`config.mk`:
```
export PLATFORM = sky130hd
export DESIGN_NAME = pcm_stream_dac
export DESIGN_NICKNAME = d
export VERILOG_FILES = /design/src/rtl/pcm_stream_dac.sv
export SDC_FILE = /design/constraint.sdc
export NUM_CORES = 1
export LEC_CHECK = 0
export CORE_MARGIN = 5
export CORE_UTILIZATION = 50
export DETAILED_ROUTE_END_ITERATION = 6
export GPL_TIMING_DRIVEN = 0
export MAX_ROUTING_LAYER = met4
export PLACE_DENSITY = 0.85
export SLEW_MARGIN = 20
export SYNTH_ARGS = -nofsm -noshare
export SYNTH_HDL_FRONTEND = slang
export SYNTH_SLANG_ARGS = --single-unit
```
`constraint.sdc`:
```
create_clock -name clk -period 4.64 [get_ports clk]
set_clock_uncertainty 0.2 [all_clocks]
set_input_delay 0.696 -clock clk [delete_from_list [all_inputs] [get_ports clk]]
set_output_delay 0.696 -clock clk [all_outputs]
set_load 0.005 [all_outputs]
```
`src/rtl/pcm_stream_dac.sv`:
```
// pcm_stream_dac
//
// Paced playback path from the sample FIFO to the audio pins. A programmable
// rate divider issues one tick per sample period. On each tick a whole frame
// (one word for mono or mono_dup, L then R for stereo) is fetched from the
// FIFO, or, if the FIFO holds less than a full frame, the outputs fall back
// to offset-binary midscale and the underrun counter advances. Each channel
// drives a first-order delta-sigma bitstream from its current sample.
//
// Ports:
//   clk           system clock (96 MHz)
//   rst_n         asynchronous active-low reset
//   enable        playback enable; low forces midscale and stops reads
//   mono_dup      stereo build only: one word per frame, copied to both channels
//   rate_div      tick period minus one (values below 7 behave as 7)
//   fifo_level    current FIFO word count
//   fifo_rd_en    FIFO read strobe; fifo_dout is valid on the next cycle
//   fifo_dout     FIFO read data
//   underrun_clr  synchronous clear of underrun_cnt
//   underrun_cnt  saturating underrun count
//   busy          frame fetch in progress
//   sample_out    samples currently played, channel 0 in the LSBs
//   dac_out       delta-sigma bitstreams, one per channel

module pcm_stream_dac #(
  parameter int CHANNELS = 2,
  parameter int SAMPLE_W = 16,
  parameter int DIV_W    = 12,
  parameter int LEVEL_W  = 9,
  parameter int UCNT_W   = 16
) (
  input  logic                         clk,
  input  logic                         rst_n,
  input  logic                         enable,
  input  logic                         mono_dup,
  input  logic [DIV_W-1:0]             rate_div,
  input  logic [LEVEL_W-1:0]           fifo_level,
  output logic                         fifo_rd_en,
  input  logic [SAMPLE_W-1:0]          fifo_dout,
  input  logic                         underrun_clr,
  output logic [UCNT_W-1:0]            underrun_cnt,
  output logic                         busy,
  output logic [CHANNELS*SAMPLE_W-1:0] sample_out,
  output logic [CHANNELS-1:0]          dac_out
);

  localparam logic [DIV_W-1:0]             MIN_DIV   = DIV_W'(7);
  localparam logic [SAMPLE_W-1:0]          MIDSCALE  = {1'b1, {(SAMPLE_W-1){1'b0}}};
  localparam logic [CHANNELS*SAMPLE_W-1:0] MID_FRAME = {CHANNELS{MIDSCALE}};
  localparam logic [LEVEL_W-1:0]           ONE_WORD  = LEVEL_W'(1);
  localparam logic [LEVEL_W-1:0]           TWO_WORDS = LEVEL_W'(2);
  localparam logic [UCNT_W-1:0]            UCNT_MAX  = {UCNT_W{1'b1}};

  typedef enum logic [2:0] {
    IDLE,
    RD0,
    CAP0,
    CAP1,
    UPD
  } fetch_state_t;

  fetch_state_t                state;
  fetch_state_t                state_nx;
  logic [DIV_W-1:0]            div_eff;
  logic [DIV_W-1:0]            tick_cnt;
  logic                        tick;
  logic                        want_two;
  logic                        have_frame;
  logic                        start_fetch;
  logic                        underrun;
  logic                        two_words;
  logic [SAMPLE_W-1:0]         word0;
  logic [CHANNELS*SAMPLE_W-1:0] stereo_frame;

  // The clamp keeps the tick period at 8 cycles or more, which is longer
  // than the 5-cycle stereo fetch, so a tick can never land mid-fetch.
  assign div_eff = (rate_div < MIN_DIV) ? MIN_DIV : rate_div;

  // >= rather than == so that lowering rate_div below the running count
  // produces a tick right away instead of a full counter wrap.
  assign tick = enable && (tick_cnt >= div_eff);

  always_ff @(posedge clk or negedge rst_n) begin
    if (!rst_n) begin
      tick_cnt <= '0;
    end else if (!enable || tick) begin
      tick_cnt <= '0;
    end else begin
      tick_cnt <= tick_cnt + DIV_W'(1);
    end
  end

  // Frame size is decided at the tick; a partial frame is never read.
  assign want_two    = (CHANNELS == 2) && !mono_dup;
  assign have_frame  = fifo_level >= (want_two ? TWO_WORDS : ONE_WORD);
  assign start_fetch = tick && (state == IDLE) && have_frame;
  assign underrun    = tick && (state == IDLE) && !have_frame;

  always_ff @(posedge clk or negedge rst_n) begin
    if (!rst_n) begin
      state <= IDLE;
    end else begin
      state <= state_nx;
    end
  end

  // Once RD0 is entered the fetch always runs to UPD, regardless of
  // enable, so a committed read is never abandoned and frames stay whole.
  always_comb begin
    state_nx   = state;
    fifo_rd_en = 1'b0;
    busy       = 1'b1;
    case (state)
      IDLE: begin
        busy = 1'b0;
        if (start_fetch) begin
          state_nx = RD0;
        end
      end
      RD0: begin
        fifo_rd_en = 1'b1;
        state_nx   = CAP0;
      end
      CAP0: begin
        fifo_rd_en = two_words;
        state_nx   = two_words ? CAP1 : UPD;
      end
      CAP1: begin
        state_nx = UPD;
      end
      UPD: begin
        state_nx = IDLE;
      end
      default: begin
        state_nx = IDLE;
      end
    endcase
  end

  // Right channel(s) take the word arriving now, channel 0 the held word.
  always_comb begin
    stereo_frame               = {CHANNELS{fifo_dout}};
    stereo_frame[SAMPLE_W-1:0] = word0;
  end

  // sample_out is loaded on the edge that enters UPD, so the new frame is
  // visible during UPD. Midscale is loaded only from IDLE or UPD, which
  // lets a fetch that outlives enable still show its frame for one cycle.
  always_ff @(posedge clk or negedge rst_n) begin
    if (!rst_n) begin
      sample_out <= MID_FRAME;
      word0      <= '0;
      two_words  <= 1'b0;
    end else begin
      if (start_fetch) begin
        two_words <= want_two;
      end
      case (state)
        CAP0: begin
          if (two_words) begin
            word0 <= fifo_dout;
          end else begin
            sample_out <= {CHANNELS{fifo_dout}};
          end
        end
        CAP1: begin
          sample_out <= stereo_frame;
        end
        IDLE, UPD: begin
          if (underrun || !enable) begin
            sample_out <= MID_FRAME;
          end
        end
        default: begin
        end
      endcase
    end
  end

  always_ff @(posedge clk or negedge rst_n) begin
    if (!rst_n) begin
      underrun_cnt <= '0;
    end else if (underrun_clr) begin
      underrun_cnt <= '0;
    end else if (underrun && (underrun_cnt != UCNT_MAX)) begin
      underrun_cnt <= underrun_cnt + UCNT_W'(1);
    end
  end

  // First-order delta-sigma: the carry out of the accumulator is the
  // output bit, so its density equals sample / 2^SAMPLE_W.
  for (genvar ch = 0; ch < CHANNELS; ch++) begin : g_dsm
    logic [SAMPLE_W:0] acc;
    logic              dsm_bit;

    always_ff @(posedge clk or negedge rst_n) begin
      if (!rst_n) begin
        acc     <= '0;
        dsm_bit <= 1'b0;
      end else begin
        acc     <= {1'b0, acc[SAMPLE_W-1:0]} + {1'b0, sample_out[ch*SAMPLE_W +: SAMPLE_W]};
        dsm_bit <= acc[SAMPLE_W];
      end
    end

    assign dac_out[ch] = dsm_bit;
  end

endmodule
```
==> impl_metrics.tcl <==
set metrics [dict create \
    cap_violations 0 \
    use_met3 0.0527 \
    crit_type "in2reg" \
    ant_nets 0 \
    grtUsageMet2 0.432 \
    yosys_most_used_dff "dfrtp_1" \
    dp_hpwl_microns 12300 \
    use_met1 0.262 \
    peakVddDrop_mv 0.290 \
    vias_per_cell 5.81 \
    cts_buffers 17 \
    antenna_found_initial 0 \
    ctsHoldBuffers 0 \
    synth_edf_count 0 \
    synthesis.area_sq_um 6460 \
    path_clk_slew_ns 0.05 \
    routed_wl_microns 17100 \
    fillers 938 \
    clock.fmax_ghz 0.281 \
    crit_fanout 10 \
    port_buffers 93 \
    ys_seq_area_frac 0.450 \
    path_delay_family "compound AO/OA/AOI/OAI gates" \
    rows 41 \
    cp-start-kind "input pin" \
    hold_viol 0 \
    setup_viol 0 \
    status "completed" \
    netlist_instances 655 \
    vias 5533 \
    grt_pass1_wl_microns 28600 \
    drive_gt1_frac 0.105 \
    powerDensity_nw_per_um2 622 \
    htreeDepth 4 \
    antennaDiodeCount 0 \
    cellLeakagePower_nw 3.61 \
    grt_pass1_vias 6044 \
    whs_ns 0.0138 \
    start_util 0.512 \
    cp_slowest_cell "a21boi_0" \
    rsz0062_at_grt "false" \
    regArea_sq_um 2910 \
    grt_max_degree 73 \
    gp_congestion 0.907 \
    yosys.cell_types.count 60 \
    post_cts_resized 0 \
    drv_slew 0 \
    final_common_cell "dfrtp_1" \
    drc 0 \
    synthArstFlopShare 1.00 \
    grt.busiest_layer "met2" \
    postSynthAreaPerCell_sq_um 9.86 \
    min-delay-path-class "in2async" \
    nets 860 \
    grt_overflow 0 \
    final_cell_mix "114 x dfrtp_1, 92 x clkdlybuf4s50_1, 73 x nand2_1, 61 x a21oi_1, 48 x ha_1" \
    cts-root-buf "clkbuf_16" \
    clkSinkCount 116 \
    ys_warn_count 0 \
    ys_ff_latch 116 \
    fin_crit_sh 0.766 \
    slowest_delay_ns 0.49 \
    track_usage 0.245 \
    design.core.area_sq_um 12600 \
    post-route-min-period_ns 3.56 \
    die_h_microns 124 \
    cts_setup_buffers 0 \
    drt_iter0_markers 377 \
    setup.worst_path.end_class "register" \
    clockBufferDepth 2 \
    pin_count 94 \
    fin_ws_ns 1.08 \
    wl_per_cell_microns 17.9 \
    die_area_sq_um 15300 \
    cp_num_buf_inv 3 \
    tritoncts "built" \
    multi_input_area_sq_um 3310 \
    die_x_microns 124 \
    syn_to_final_growth_pct 27.1 \
    required_ns 4.76 \
    clkLatencyLatePin_ns 0.41 \
    tightest_slew_ns 0.588 \
    arrival_ns 3.67 \
    synth_nets 747 \
    drt-pass1-iter-count 5 \
    slew_headroom 0.607 \
    pre_cts_ws_ns 0.729 \
    crit_path_cell_trace "clkdlybuf4s50_1 > inv_1 > nand4_1 > nor4_1 > or2_2 > ha_1 > nand2b_1 > a31oi_1 > o21ai_0 > a21boi_0 > o32ai_2 > buf_4 > o22ai_1" \
]
==> flip-flops by register name (all words and copies together), names as in the netlist <==
name	cells
g_dsm.acc	34
g_dsm.dsm_bit	2
sample_out	32
state	3
tick_cnt	12
two_words	1
underrun_cnt	16
word0	16
==> routing by layer <==
| metal | share of wire | wire length [microns] |
|---|---|---|
| met1 | 0.39 | 6580 |
| met3 | 0.045 | 767 |
| met2 | 0.54 | 9140 |
| met5 | 0 | 0 |
| met4 | 0.035 | 595 |
==> synthesized netlist by cell type (15+ instances only) <==
| master | number | share of area |
|---|---|---|
| dfrtp_1 | 114 | 0.44 |
| nand2_1 | 73 | 0.042 |
| a21oi_1 | 61 | 0.047 |
| ha_1 | 48 | 0.093 |
| nor2_1 | 44 | 0.026 |
| inv_1 | 30 | 0.017 |
| mux2_2 | 23 | 0.040 |
| o21ai_0 | 23 | 0.018 |
| xnor2_1 | 20 | 0.027 |
| nand4_1 | 17 | 0.016 |
| nand3_1 | 15 | 0.012 |
| o22ai_1 | 15 | 0.015 |
==> stage by stage <==
stage	util	power, W	instance area (sq um)	TNS, ns	cells
finish	0.651	0.00511	8210	0	953
global route	0.651	0.00545	8210	0	953
CTS	0.651	0.00510	8210	0	953
detailed placement	0.605	0.00379	7640	0	921
global placement	0.603	0.00362	7610	-187.67	920
floorplan	-	0.00308	6460	0	655
==> final cells by class <==
type | count | area share
Multi-Input combinational cell | 483 | 0.404
Sequential cell | 116 | 0.354
Timing Repair Buffer | 94 | 0.117
Clock buffer | 23 | 0.0607
Tap cell | 172 | 0.0262
Buffer | 25 | 0.0154
Inverter | 31 | 0.0142
Clock inverter | 9 | 0.00930
==> kinds of logic (layout without fill, tap and decap cells) <==
kind of cell | after synthesis | after routing | synth area share
AO/OA/AOI/OAI | 162 | 162 | 0.159
XOR/XNOR | 30 | 30 | 0.0407
adder cells (fa/ha/maj) | 50 | 50 | 0.0991
buffers and inverters | 56 | 182 | 0.0376
flip-flops | 116 | 116 | 0.450
multiplexers | 26 | 26 | 0.0447
AND/OR/NAND/NOR | 215 | 215 | 0.169
==> worst reg2reg max path: stages (launching register included) <==
cell and delay, ns:
dfrtp_1 0.41, ha_1 0.35, a21oi_1 0.20, nand2_1 0.09, a211oi_1 0.36, a21boi_0 0.51, o32ai_2 0.25, buf_4 0.24
o22ai_1 0.15
==> power by group <==
part / switching (W) / internal [W] / leakage, nW
clock: 0.000447 / 0.000801 / 0.288
sequential: 0.000215 / 0.00138 / 1.46
combinational: 0.00121 / 0.00106 / 1.86
total: 0.00187 / 0.00324 / 3.61
==> worst paths after layout <==
| kind | endpoint | from | slack (ns) | cells past startpoint |
|---|---|---|---|---|
| worst max-delay path | sample_out[12] | rate_div[4] | 1.08 | 13 |
| worst min-delay path | underrun_cnt[0] | rst_n | 0.01 | 1 |
| worst max register to register | sample_out[12] | tick_cnt[10] | 1.80 | 8 |
| worst min register to register | g_dsm[1].dsm_bit | g_dsm[1].acc[16] | 0.15 | 0 |
| max in group asynchronous | sample_out[15] | rst_n | 3.48 | 2 |
| min in group clk | g_dsm[1].dsm_bit | g_dsm[1].acc[16] | 0.15 | 0 |
(Power assumes the default switching activity.)
